File: src/rtl/decode_stage.sv
// Registered instruction-decode stage with valid/ready handshake and halt FSM.
// Optional read-after-write scoreboard is enabled by defining DECODE_HAZARD_EN.
module decode_stage #(
  parameter int unsigned REG_ADDR_W = 3,
  parameter int unsigned IMM_W      = 6,
  parameter int unsigned DATA_W     = 8
) (
  input  logic                              clk,
  input  logic                              rst,
  input  logic                              in_valid,
  input  logic [4+2*REG_ADDR_W+IMM_W-1:0]   in_instr,
  output logic                              in_ready,
  output logic                              out_valid,
  input  logic                              out_ready,
  output logic [3:0]                        out_opcode,
  output logic [REG_ADDR_W-1:0]             out_rd,
  output logic [REG_ADDR_W-1:0]             out_rs1,
  output logic [REG_ADDR_W-1:0]             out_rs2,
  output logic                              out_is_imm,
  output logic [DATA_W-1:0]                 out_imm,
  output logic [2*REG_ADDR_W+IMM_W-1:0]     out_jtarget,
  output logic                              out_writes_rd,
  output logic                              halted,
  input  logic                              resume,
  input  logic                              flush,
  input  logic                              wb_valid,
  input  logic [REG_ADDR_W-1:0]             wb_addr
);

  localparam int unsigned INSTR_W = 4 + 2*REG_ADDR_W + IMM_W;
  localparam int unsigned JT_W    = INSTR_W - 4;
  localparam logic [3:0]  OP_HLT  = 4'hD;

  typedef enum logic {RUN, HALTED} state_e;

  typedef struct packed {
    logic [3:0]            opcode;
    logic [REG_ADDR_W-1:0] rd;
    logic [REG_ADDR_W-1:0] rs1;
    logic [REG_ADDR_W-1:0] rs2;
    logic                  is_imm;
    logic [DATA_W-1:0]     imm;
    logic [JT_W-1:0]       jtarget;
    logic                  writes_rd;
  } dec_t;

  state_e state_q, state_d;
  logic   out_valid_q, out_valid_d;
  dec_t   fields_q, fields_d;
  dec_t   dec;
  logic   stall;
  logic   accept;

  logic [3:0]              opcode;
  logic [REG_ADDR_W-1:0]   f_rd, f_rs1, f_rs2;
  logic [IMM_W-1:0]        f_imm;
  logic signed [IMM_W-1:0] f_imm_s;

  assign opcode  = in_instr[INSTR_W-1 -: 4];
  assign f_rd    = in_instr[INSTR_W-5 -: REG_ADDR_W];
  assign f_rs1   = in_instr[INSTR_W-5-REG_ADDR_W -: REG_ADDR_W];
  assign f_imm   = in_instr[IMM_W-1:0];
  assign f_rs2   = in_instr[IMM_W-1 -: REG_ADDR_W];
  assign f_imm_s = f_imm;

  // Field decode of the incoming word by opcode class
  always_comb begin
    dec         = '0;
    dec.opcode  = opcode;
    dec.jtarget = in_instr[JT_W-1:0];
    case (opcode)
      4'h1, 4'h4, 4'h7: begin
        dec.rd        = f_rd;
        dec.rs1       = f_rs1;
        dec.rs2       = f_rs2;
        dec.writes_rd = 1'b1;
      end
      4'h9, 4'hD: ;
      4'hB, 4'hC: begin
        dec.rd        = f_rd;
        dec.rs1       = f_rs1;
        dec.is_imm    = 1'b1;
        dec.imm       = DATA_W'(f_imm);
        dec.writes_rd = 1'b1;
      end
      default: begin
        dec.rd        = f_rd;
        dec.rs1       = f_rs1;
        dec.is_imm    = 1'b1;
        dec.imm       = DATA_W'(f_imm_s);
        dec.writes_rd = opcode inside {4'h0, 4'h2, 4'h3, 4'h8, 4'hE};
      end
    endcase
  end

`ifdef DECODE_HAZARD_EN
  localparam int unsigned NREG = 1 << REG_ADDR_W;

  logic [NREG-1:0] busy_q, busy_d;
  logic            src_busy;

  // Sources of the incoming word checked against the current bitmap, no bypass
  always_comb begin
    src_busy = 1'b0;
    if (!(opcode inside {4'h9, 4'hD}))
      src_busy = src_busy | busy_q[f_rs1];
    if (opcode inside {4'h1, 4'h4, 4'h7})
      src_busy = src_busy | busy_q[f_rs2];
    if (opcode inside {4'h5, 4'h6, 4'hA, 4'hF})
      src_busy = src_busy | busy_q[f_rd];
    stall = in_valid && src_busy;
  end

  // Set on issue wins over a same-register write-back
  always_comb begin
    busy_d = busy_q;
    if (wb_valid)
      busy_d[wb_addr] = 1'b0;
    if (accept && dec.writes_rd)
      busy_d[f_rd] = 1'b1;
    if (flush)
      busy_d = '0;
  end

  always_ff @(posedge clk or posedge rst) begin
    if (rst) busy_q <= '0;
    else     busy_q <= busy_d;
  end
`else
  logic unused_wb;
  assign unused_wb = wb_valid ^ (^wb_addr);
  assign stall     = 1'b0;
`endif

  assign in_ready = !rst && (!out_valid_q || out_ready) && (state_q == RUN) && !flush && !stall;
  assign accept   = in_valid && in_ready;

  // Output register and halt FSM next state
  always_comb begin
    state_d     = state_q;
    out_valid_d = out_valid_q;
    fields_d    = fields_q;
    if (accept) begin
      fields_d    = dec;
      out_valid_d = 1'b1;
    end else if (flush || out_ready) begin
      out_valid_d = 1'b0;
    end
    case (state_q)
      RUN:     if (accept && opcode == OP_HLT) state_d = HALTED;
      HALTED:  if (resume) state_d = RUN;
      default: state_d = RUN;
    endcase
  end

  always_ff @(posedge clk or posedge rst) begin
    if (rst) begin
      state_q     <= RUN;
      out_valid_q <= 1'b0;
      fields_q    <= '0;
    end else begin
      state_q     <= state_d;
      out_valid_q <= out_valid_d;
      fields_q    <= fields_d;
    end
  end

  assign out_valid     = out_valid_q;
  assign out_opcode    = fields_q.opcode;
  assign out_rd        = fields_q.rd;
  assign out_rs1       = fields_q.rs1;
  assign out_rs2       = fields_q.rs2;
  assign out_is_imm    = fields_q.is_imm;
  assign out_imm       = fields_q.imm;
  assign out_jtarget   = fields_q.jtarget;
  assign out_writes_rd = fields_q.writes_rd;
  assign halted        = (state_q == HALTED);

endmodule

File: config.mk
export PLATFORM = sky130hd
export DESIGN_NAME = decode_stage
export DESIGN_NICKNAME = d
export VERILOG_FILES = /design/src/rtl/decode_stage.sv
export SDC_FILE = /design/constraint.sdc
export NUM_CORES = 1
export LEC_CHECK = 0
export ABC_AREA = 1
export ABC_CLOCK_PERIOD_IN_PS = 1500
export CAP_MARGIN = 15
export CORE_ASPECT_RATIO = 0.75
export CORE_MARGIN = 1.5
export CORE_UTILIZATION = 42
export DETAILED_ROUTE_END_ITERATION = 10
export PLACE_DENSITY = 0.79
export SLEW_MARGIN = 20
export SYNTH_ARGS = -nofsm -noshare
export SYNTH_HDL_FRONTEND = slang
export SYNTH_SLANG_ARGS = --single-unit
File: constraint.sdc
create_clock -name clk -period 1.5 [get_ports clk]
set_input_delay 0.3 -clock clk [delete_from_list [all_inputs] [get_ports clk]]
set_output_delay 0.3 -clock clk [all_outputs]
set_load 0.02 [all_outputs]
# Word level (Yosys, flattened, before mapping)
# Index checks and enable logic that the tools add are counted.
[word_totals]
in_bits = 26
output_inout_bits = 38
register_bits = 37
elab_cells = 49
[classes]
n_mux = 9
eq_ne = 11
reduce_logical = 18
bitwise_logic = 1
[ops]
columns = ["cell", "n"]
rows = [
  ["== test 4 bit (second input constant)", 6],
  ["one-hot mux 9 bit (2 select lines)", 1],
  ["OR reduction 5 bit", 2],
  ["== test 4 x 2 -> 1 bit (second input constant)", 2],
  ["== test 4 x 3 -> 1 bit (second input constant)", 2],
  ["two-way mux 6 bit", 1],
  ["logical AND 1 bit", 5],
  ["nonzero test 5 bit", 1],
  ["== test 4 x 1 -> 1 bit (second input constant)", 1],
  ["logical NOT 4 bit", 1],
  ["two-way mux 1 bit", 4],
  ["one-hot mux 1 bit (2 select lines)", 2],
  ["OR reduction 2 bit", 2],
  ["logical NOT 1 bit", 3],
  ["two-way mux 3 bit", 1],
  ["OR reduction 3 bit", 1],
  ["logical OR 1 bit", 2],
  ["nonzero test 2 bit", 1],
  ["inverter 1 bit", 1],
]

# Logic depth before layout (Yosys ltp)
# Gate-level depths: netlist (run 1).
[depth]
ltp_word = 9
depth_mapped = 8
ltp_nobuf = 7

# Worst setup path before layout (run 1)
# Ideal clock, no wire load.
[synth_path]
kind = "register to register"
from = "register state_q (netlist: halted)"
to = "register fields_q, in the netlist out_opcode[3]"
path_buffers = 1
required_time_ns = 1.378
setup_ns = 0.122
setup_slack_ns = 0.137
period_less_slack_ns = 1.363
arrival_time_ns = 1.241
path_stages_with_launch = 8
path_cell_list = "dfrtp_1 > nor2_1 > nand2_1 > nor2_4 > nand2_4 > buf_2 > nand2_1 > o21ai_1"
[synth_via]
elab_chain_len = 4
[synth_rtl]
columns = ["element", "line_no", "rtl"]
rows = [
  ["start: declaration", "47", "state_e state_q, state_d;"],
  ["start signal: assignment", "162", "state_q <= state_d;"],
  ["inverter 1 bit", "--", ""],
  ["logical AND 1 bit (2 in series)", "135", "assign in_ready = !rst && (!out_valid_q || out_ready) && (state_q == RUN) && !flush && !stall;"],
  ["net in_ready", "12", "output logic in_ready,"],
  ["logical AND 1 bit", "136", "assign accept = in_valid && in_ready;"],
  ["end signal: assignment", "164", "fields_q <= fields_d;"],
  ["end: declaration", "49", "dec_t fields_q, fields_d;"],
]
# The timed path passes the listed nets, and every way through them passes these cells.
# A chain may end at the register's enable or synchronous reset.

# Final worst setup path (run 1)
[layout_path]
from = "input rst"
to = "output in_ready"
[layout_via]
elab_chain_len = 4
[layout_rtl]
columns = ["element", "line_no", "rtl"]
rows = [
  ["start: declaration", "9", "input logic rst,"],
  ["logical NOT 1 bit (no source line)", "--", ""],
  ["logical AND 1 bit (3 in series)", "135", ""],
  ["end: declaration", "12", ""],
]
# Every way passes these cells.

==> results of run 1 <==
synth_stat cells (all sizes together):
| cell type | instances |
|---|---|
| nor2 | 14 |
| inv | 17 |
| dfrtp | 36 |
| buf | 6 |
| nand2 | 90 |
| nand3 | 6 |
| o21ai | 17 |
sequential cells by signal, indices dropped and copies added, names as in the netlist:
name,cells
out_opcode,4
out_imm,7
halted,1
out_rd,3
out_writes_rd,1
out_jtarget,12
out_rs1,3
out_valid,1
out_is_imm,1
out_rs2,3
routing by layer:
layer / vias up / routed length [um]
li1: 716 / -
met1: 625 / 1630
met2: 43 / 1640
met3: 5 / 202
met4: 0 / 43
met5: - / 0
metrics by stage:
| stage | std cells | utilization | area, sq um | hold WS (ns) |
|---|---|---|---|---|
| final | 311 | 0.690 | 2360 | 0.398 |
| after global routing | 311 | 0.690 | 2360 | 0.417 |
| after CTS | 310 | 0.686 | 2350 | 0.401 |
| after detailed placement | 302 | 0.674 | 2310 | 0.465 |
| after global placement | 302 | 0.674 | 2310 | 0.462 |
| after floorplan | 186 | - | 1560 | 0.396 |
layout make-up:
class / instances / area (sq um)
Clock buffer: 8 / 90.1
Inverter: 17 / 66.3
Timing Repair Buffer: 73 / 684
Tap cell: 50 / 62.6
Fill cell: 297 / 1060
Sequential cell: 36 / 901
Multi-Input combinational cell: 127 / 557
tightest hold or removal path: cells and delay by family:
kind,cells,cell delay (ns)
buffers and inverters,3,0.74
path summary, 6_finish.rpt:
kind | end | slack [ns] | cells after the start
worst max register to register | out_rs1[1] | 0.10 | 8
worst min-delay path | out_writes_rd | 0.40 | 3
max in group asynchronous | out_opcode[1] | 0.92 | 3
min in group clk | out_jtarget[11] | 0.48 | 2
worst max-delay path | in_ready | 0.02 | 5
worst min register to register | out_jtarget[11] | 0.48 | 2
cells by family after synthesis:
family                 after synthesis  synth area share
AOI/OAI and AO/OA                   17            0.0667
DFF                                 36             0.578
and+or+nand+nor                    110             0.289
buffers and inverters               23            0.0659
repair_timing:
item,4_1_cts,5_1_grt
setup buffers,0,1
setup endpoints to repair,38,1
gates resized for setup,42,2
cloned,0,0
pin swaps,0,3
power groups by stage:
stage	Sequential, mW	Combinational, mW	Clock (mW)
3_5_place_dp	1.24	0.946	0
2_1_floorplan	1.45	0.238	0
5_1_grt	1.24	0.889	0.754
3_3_place_gp	1.24	0.928	0
6_report	1.22	0.816	0.681
4_1_cts	1.22	0.824	0.709
==> results.toml, run 1 <==
[power]
powerDensity_nw_per_um2 = 1150
share_seq_of_total_power = 0.449
internal_power_mw = 1.85
clock_power_share = 0.251
p_total_mw = 2.72
combPwrFrac = 0.300
switching_share = 0.319
p_sw_uw = 867
leakage_nw = 1.35
vdd_drop_max_uv = 945

[die]
coreArea_sq_um = 3420
std_cell_rows = 18
floorplan.initialDensity = 0.455
num_io_pins = 64
die_width_um = 73.3
die_area_sq_um = 4090
fp.dieH_um = 55.7

[global_route]
grt_pass1_vias = 1386
grt_pass1_wl_mm = 6.02
grt_max_degree = 37
grt_use_met3 = 0.0543
grt_overflow = 0
grt-busiest-layer = "met2"
antenna_found_initial = 0
grt_util_met2 = 0.310
track_usage = 0.191
grt_use_met1 = 0.243

[clock_network]
hold_buffers = 0
clk_pin_slew_ns = 0.07
cts.root.buffer_cell = "clkbuf_8"
htree_levels = 2
clk_latency_ns = 0.28
clock_sinks = 36
cts_tree = "yes"
cts_buffer_depth = 2
cts_buffers = 5

[drt]
dr.pass1.iters = 3
vias_per_cell = 4.47
drt_iter0_markers = 59
wl_mm = 3.52
wl_per_cell_um = 11.3
ant_nets = 0
vias = 1389
drc = 0

[layout]
syn2layout_area_growth_pct = 51.6
final_layout_size_suffix_gt1_frac = 0.130
antenna_cells = 0
final_common_cell = "nand2_1"
layout_common_cells = "nand2_1, dlygate4sd2_1, dfrtp_1, clkdlybuf4s50_1, inv_1"
nNetsFinal = 286

[setup_path]
critPathTopFamily = "buffers and inverters"
cp.arrival_ns = 1.18
path_buf_inv = 2
cp_slowest_cell = "clkdlybuf4s50_1"
start_kind = "primary input"
critical-path-max-stage-delay_ns = 0.42
required_ns = 1.20
timing.rr.start = "halted"
path_class = "in2out"
cp-startpoint = "rst"
crit_chain = "clkdlybuf4s50_1 -> nor2_1 -> nand2_1 -> nor2_4 -> buf_4"
cp-end-kind = "output port"
worst-path-max-fanout = 2

[hold_path]
min_path_type = "in2async"

[yosys]
yosysSeqAreaShare = 0.578
syn-cell-area_sq_um = 1560
synthCells = 186
synth_top_area_cell = "dfrtp_1"
synth.area.top_cells = "dfrtp_1, nand2_1, inv_1"
yosys_warnings = 0
yosys.area.top_type_share = 0.578
post_synth.cell_area_avg_sq_um = 8.37
syn_nets = 212
ys_types = 15
yosys_register_bits = 36

[timing]
worst_pin_slew_ns = 0.241
grt_setup_unrepaired = "true"
relSlewSlack = 0.840
max_freq_ghz = 0.674
worst_slack_ns = 0.0169
period_minus_slack_ns = 1.48
skew_ns = 0.00430
fin_setup_tns_ns = 0
finalCritPeriodShare = 0.989
slew_viol_final = 0
hold_violations = 0
setup_viol = 0

[placed_design]
gp_congestion = 0.838
dp_hpwl_mm = 2.57
place_worst_setup_slack_ns = -0.487
port-buffer-count = 59

[run_status]
status = "complete, no violations"

[run]
cap_violations = 0
Power figures use the tool's default switching activity.
==> run 2: changes to the inputs <==
Settings changed: ABC_AREA 1 to unset, CORE_UTILIZATION 42 to 30, PLACE_DENSITY 0.79 to unset.
==> results.toml, run 2 <==
[power]
vdd_drop_max_uv = 573
internal_power_mw = 1.99
share_seq_of_total_power = 0.434
clock_power_share = 0.257
combPwrFrac = 0.309
leakage_nw = 1.20
p_total_mw = 2.89
powerDensity_nw_per_um2 = 1170
switching_share = 0.314
p_sw_uw = 909

[layout]
largest_reg_flops = 12
multi_input_area_sq_um = 591
seq_area_sq_um = 902
final_common_cell = "dlygate4sd2_1"
nFillCells = 470
layout_common_cells = "dlygate4sd2_1, dfrtp_1, buf_4, clkdlybuf4s50_1, inv_1"
layout.cells.non_filler = 273
fin_area_sq_um = 2480
final_layout_size_suffix_gt1_frac = 0.254
nNetsFinal = 238
antenna_cells = 0
syn2layout_area_growth_pct = 62.1
final_core_util = 0.505

[placed_design]
dp.cells = 257
gp_congestion = 0.785
placed_area_sq_um = 2320
port-buffer-count = 59
place_worst_setup_slack_ns = -0.530
dp_hpwl_mm = 3.00

[yosys]
yosysSeqAreaShare = 0.590
post_synth.cell_area_avg_sq_um = 11.8
synth_top_area_cell = "dfrtp_1"
ys_types = 30
yosys_warnings = 0
syn-cell-area_sq_um = 1530
synth.area.top_cells = "dfrtp_1, mux2_2, o2bb2ai_1"
ys.flop_type = "dfrtp_1"
syn_nets = 156
synthArstFlopShare = 1.00
yosys_register_bits = 36
synth_edf_count = 0
yosysMostFrequentCell = "dfrtp_1"
yosys.area.top_type_share = 0.590
synthCells = 130
synth_commonest_cells = "dfrtp_1, inv_1, o21ai_0, mux2_2, o2bb2ai_1"

[clock_network]
cts.root.buffer_cell = "clkbuf_8"
htree_levels = 2
clk_latency_ns = 0.28
hold_buffers = 0
clock_sinks = 36
cts_tree = "yes"
clk_pin_slew_ns = 0.07
cts_buffers = 5
cts_buffer_depth = 2

[global_route]
grt_overflow = 0
grt_pass1_wl_mm = 6.90
antenna_found_initial = 0
grt_pass1_vias = 1399
track_usage = 0.161
grt_max_degree = 37

[run]
cap_violations = 0

[setup_path]
worst-path-max-fanout = 8
cp-end-kind = "register"
required_ns = 1.66
cp.arrival_ns = 1.67
path_class = "in2reg"
rr_worst_depth = 3
start_kind = "primary input"

[timing]
worst_pin_slew_ns = 0.375
relSlewSlack = 0.750
skew_ns = 0.00995
fin_setup_tns_ns = -0.0260
period_minus_slack_ns = 1.51
setup_viol = 5
finalCritPeriodShare = 1.01
hold_violations = 0
max_freq_ghz = 0.662
slew_viol_final = 0
worst_slack_ns = -0.0115
fin_hold_ws_ns = 0.300
grt_setup_unrepaired = "true"

[die]
floorplan.initialDensity = 0.312
std_cell_rows = 22
coreArea_sq_um = 4900
die_width_um = 85.4
num_io_pins = 64
fp.dieH_um = 64.8
die_area_sq_um = 5530

[drt]
ant_nets = 0
drc = 1
drt_iter0_markers = 54
vias = 1306
wl_mm = 4.20
dr.pass1.iters = 7
vias_per_cell = 4.78
wl_per_cell_um = 15.4

[run_status]
status = "finished with violations"
violations = "DRC, setup timing"

[hold_path]
min_path_type = "in2async"
## run 2: critical path: stages
cell and delay [ns]:
clkdlybuf4s50_1 0.46, nor4b_4 0.28, and2_4 0.31, mux2_4 0.32
## run 2: cell type report
type,instances,area share
sequential,36,0.364
timing repair buffer,83,0.301
multi-input combinational,69,0.239
clock buffer,8,0.0404
tap,60,0.0303
inverter,17,0.0258
## run 2: what timing repair did
item | 4_1_cts | 5_1_grt
buffers inserted | 3 | 3
pin swaps | 2 | 3
setup endpoints to repair | 64 | 34
cloned | 2 | 0
gates resized for setup | 47 | 10
## run 2: final timing paths
kind                             from             end  slack [ns]
min in group clk           out_imm[4]      out_imm[4]        0.49
min reg2reg                out_imm[4]      out_imm[4]        0.49
min                               rst       out_valid        0.30
max reg2reg                    halted  out_jtarget[9]       -0.01
max in group asynchronous         rst  out_jtarget[6]        0.99
max                          in_valid  out_jtarget[9]       -0.01
## run 2: power by group through the flow
stage / combinational, mW / sequential [mW] / clock, mW
after floorplan: 0.251 / 1.48 / 0
after detailed placement: 1.00 / 1.27 / 0
after CTS: 0.883 / 1.25 / 0.767
after global routing: 0.954 / 1.28 / 0.812
after global placement: 0.993 / 1.27 / 0
final: 0.896 / 1.26 / 0.744
## run 2: layer usage
metal	track usage	vias to the layer above	share of wire
met2	0.250	38	0.47
met5	0	-	0
met3	0.0522	0	0.053
li1	-	627	-
met1	0.215	641	0.47
met4	0.0444	0	0
## run 2: cell families after synthesis
kind of cell / Yosys count / share of synthesized area
xor+xnor: 1 / 0.00573
buf+inv: 26 / 0.0753
compound gates: 30 / 0.135
flops: 36 / 0.590
mux: 12 / 0.0876
simple gates: 25 / 0.106
==> run 3: changes to the inputs <==
Settings changed: CTS_CLUSTER_SIZE set to 14.
==> results of run 3 <==
No change in the layout: final DEF, timing and power equal those of run 2.
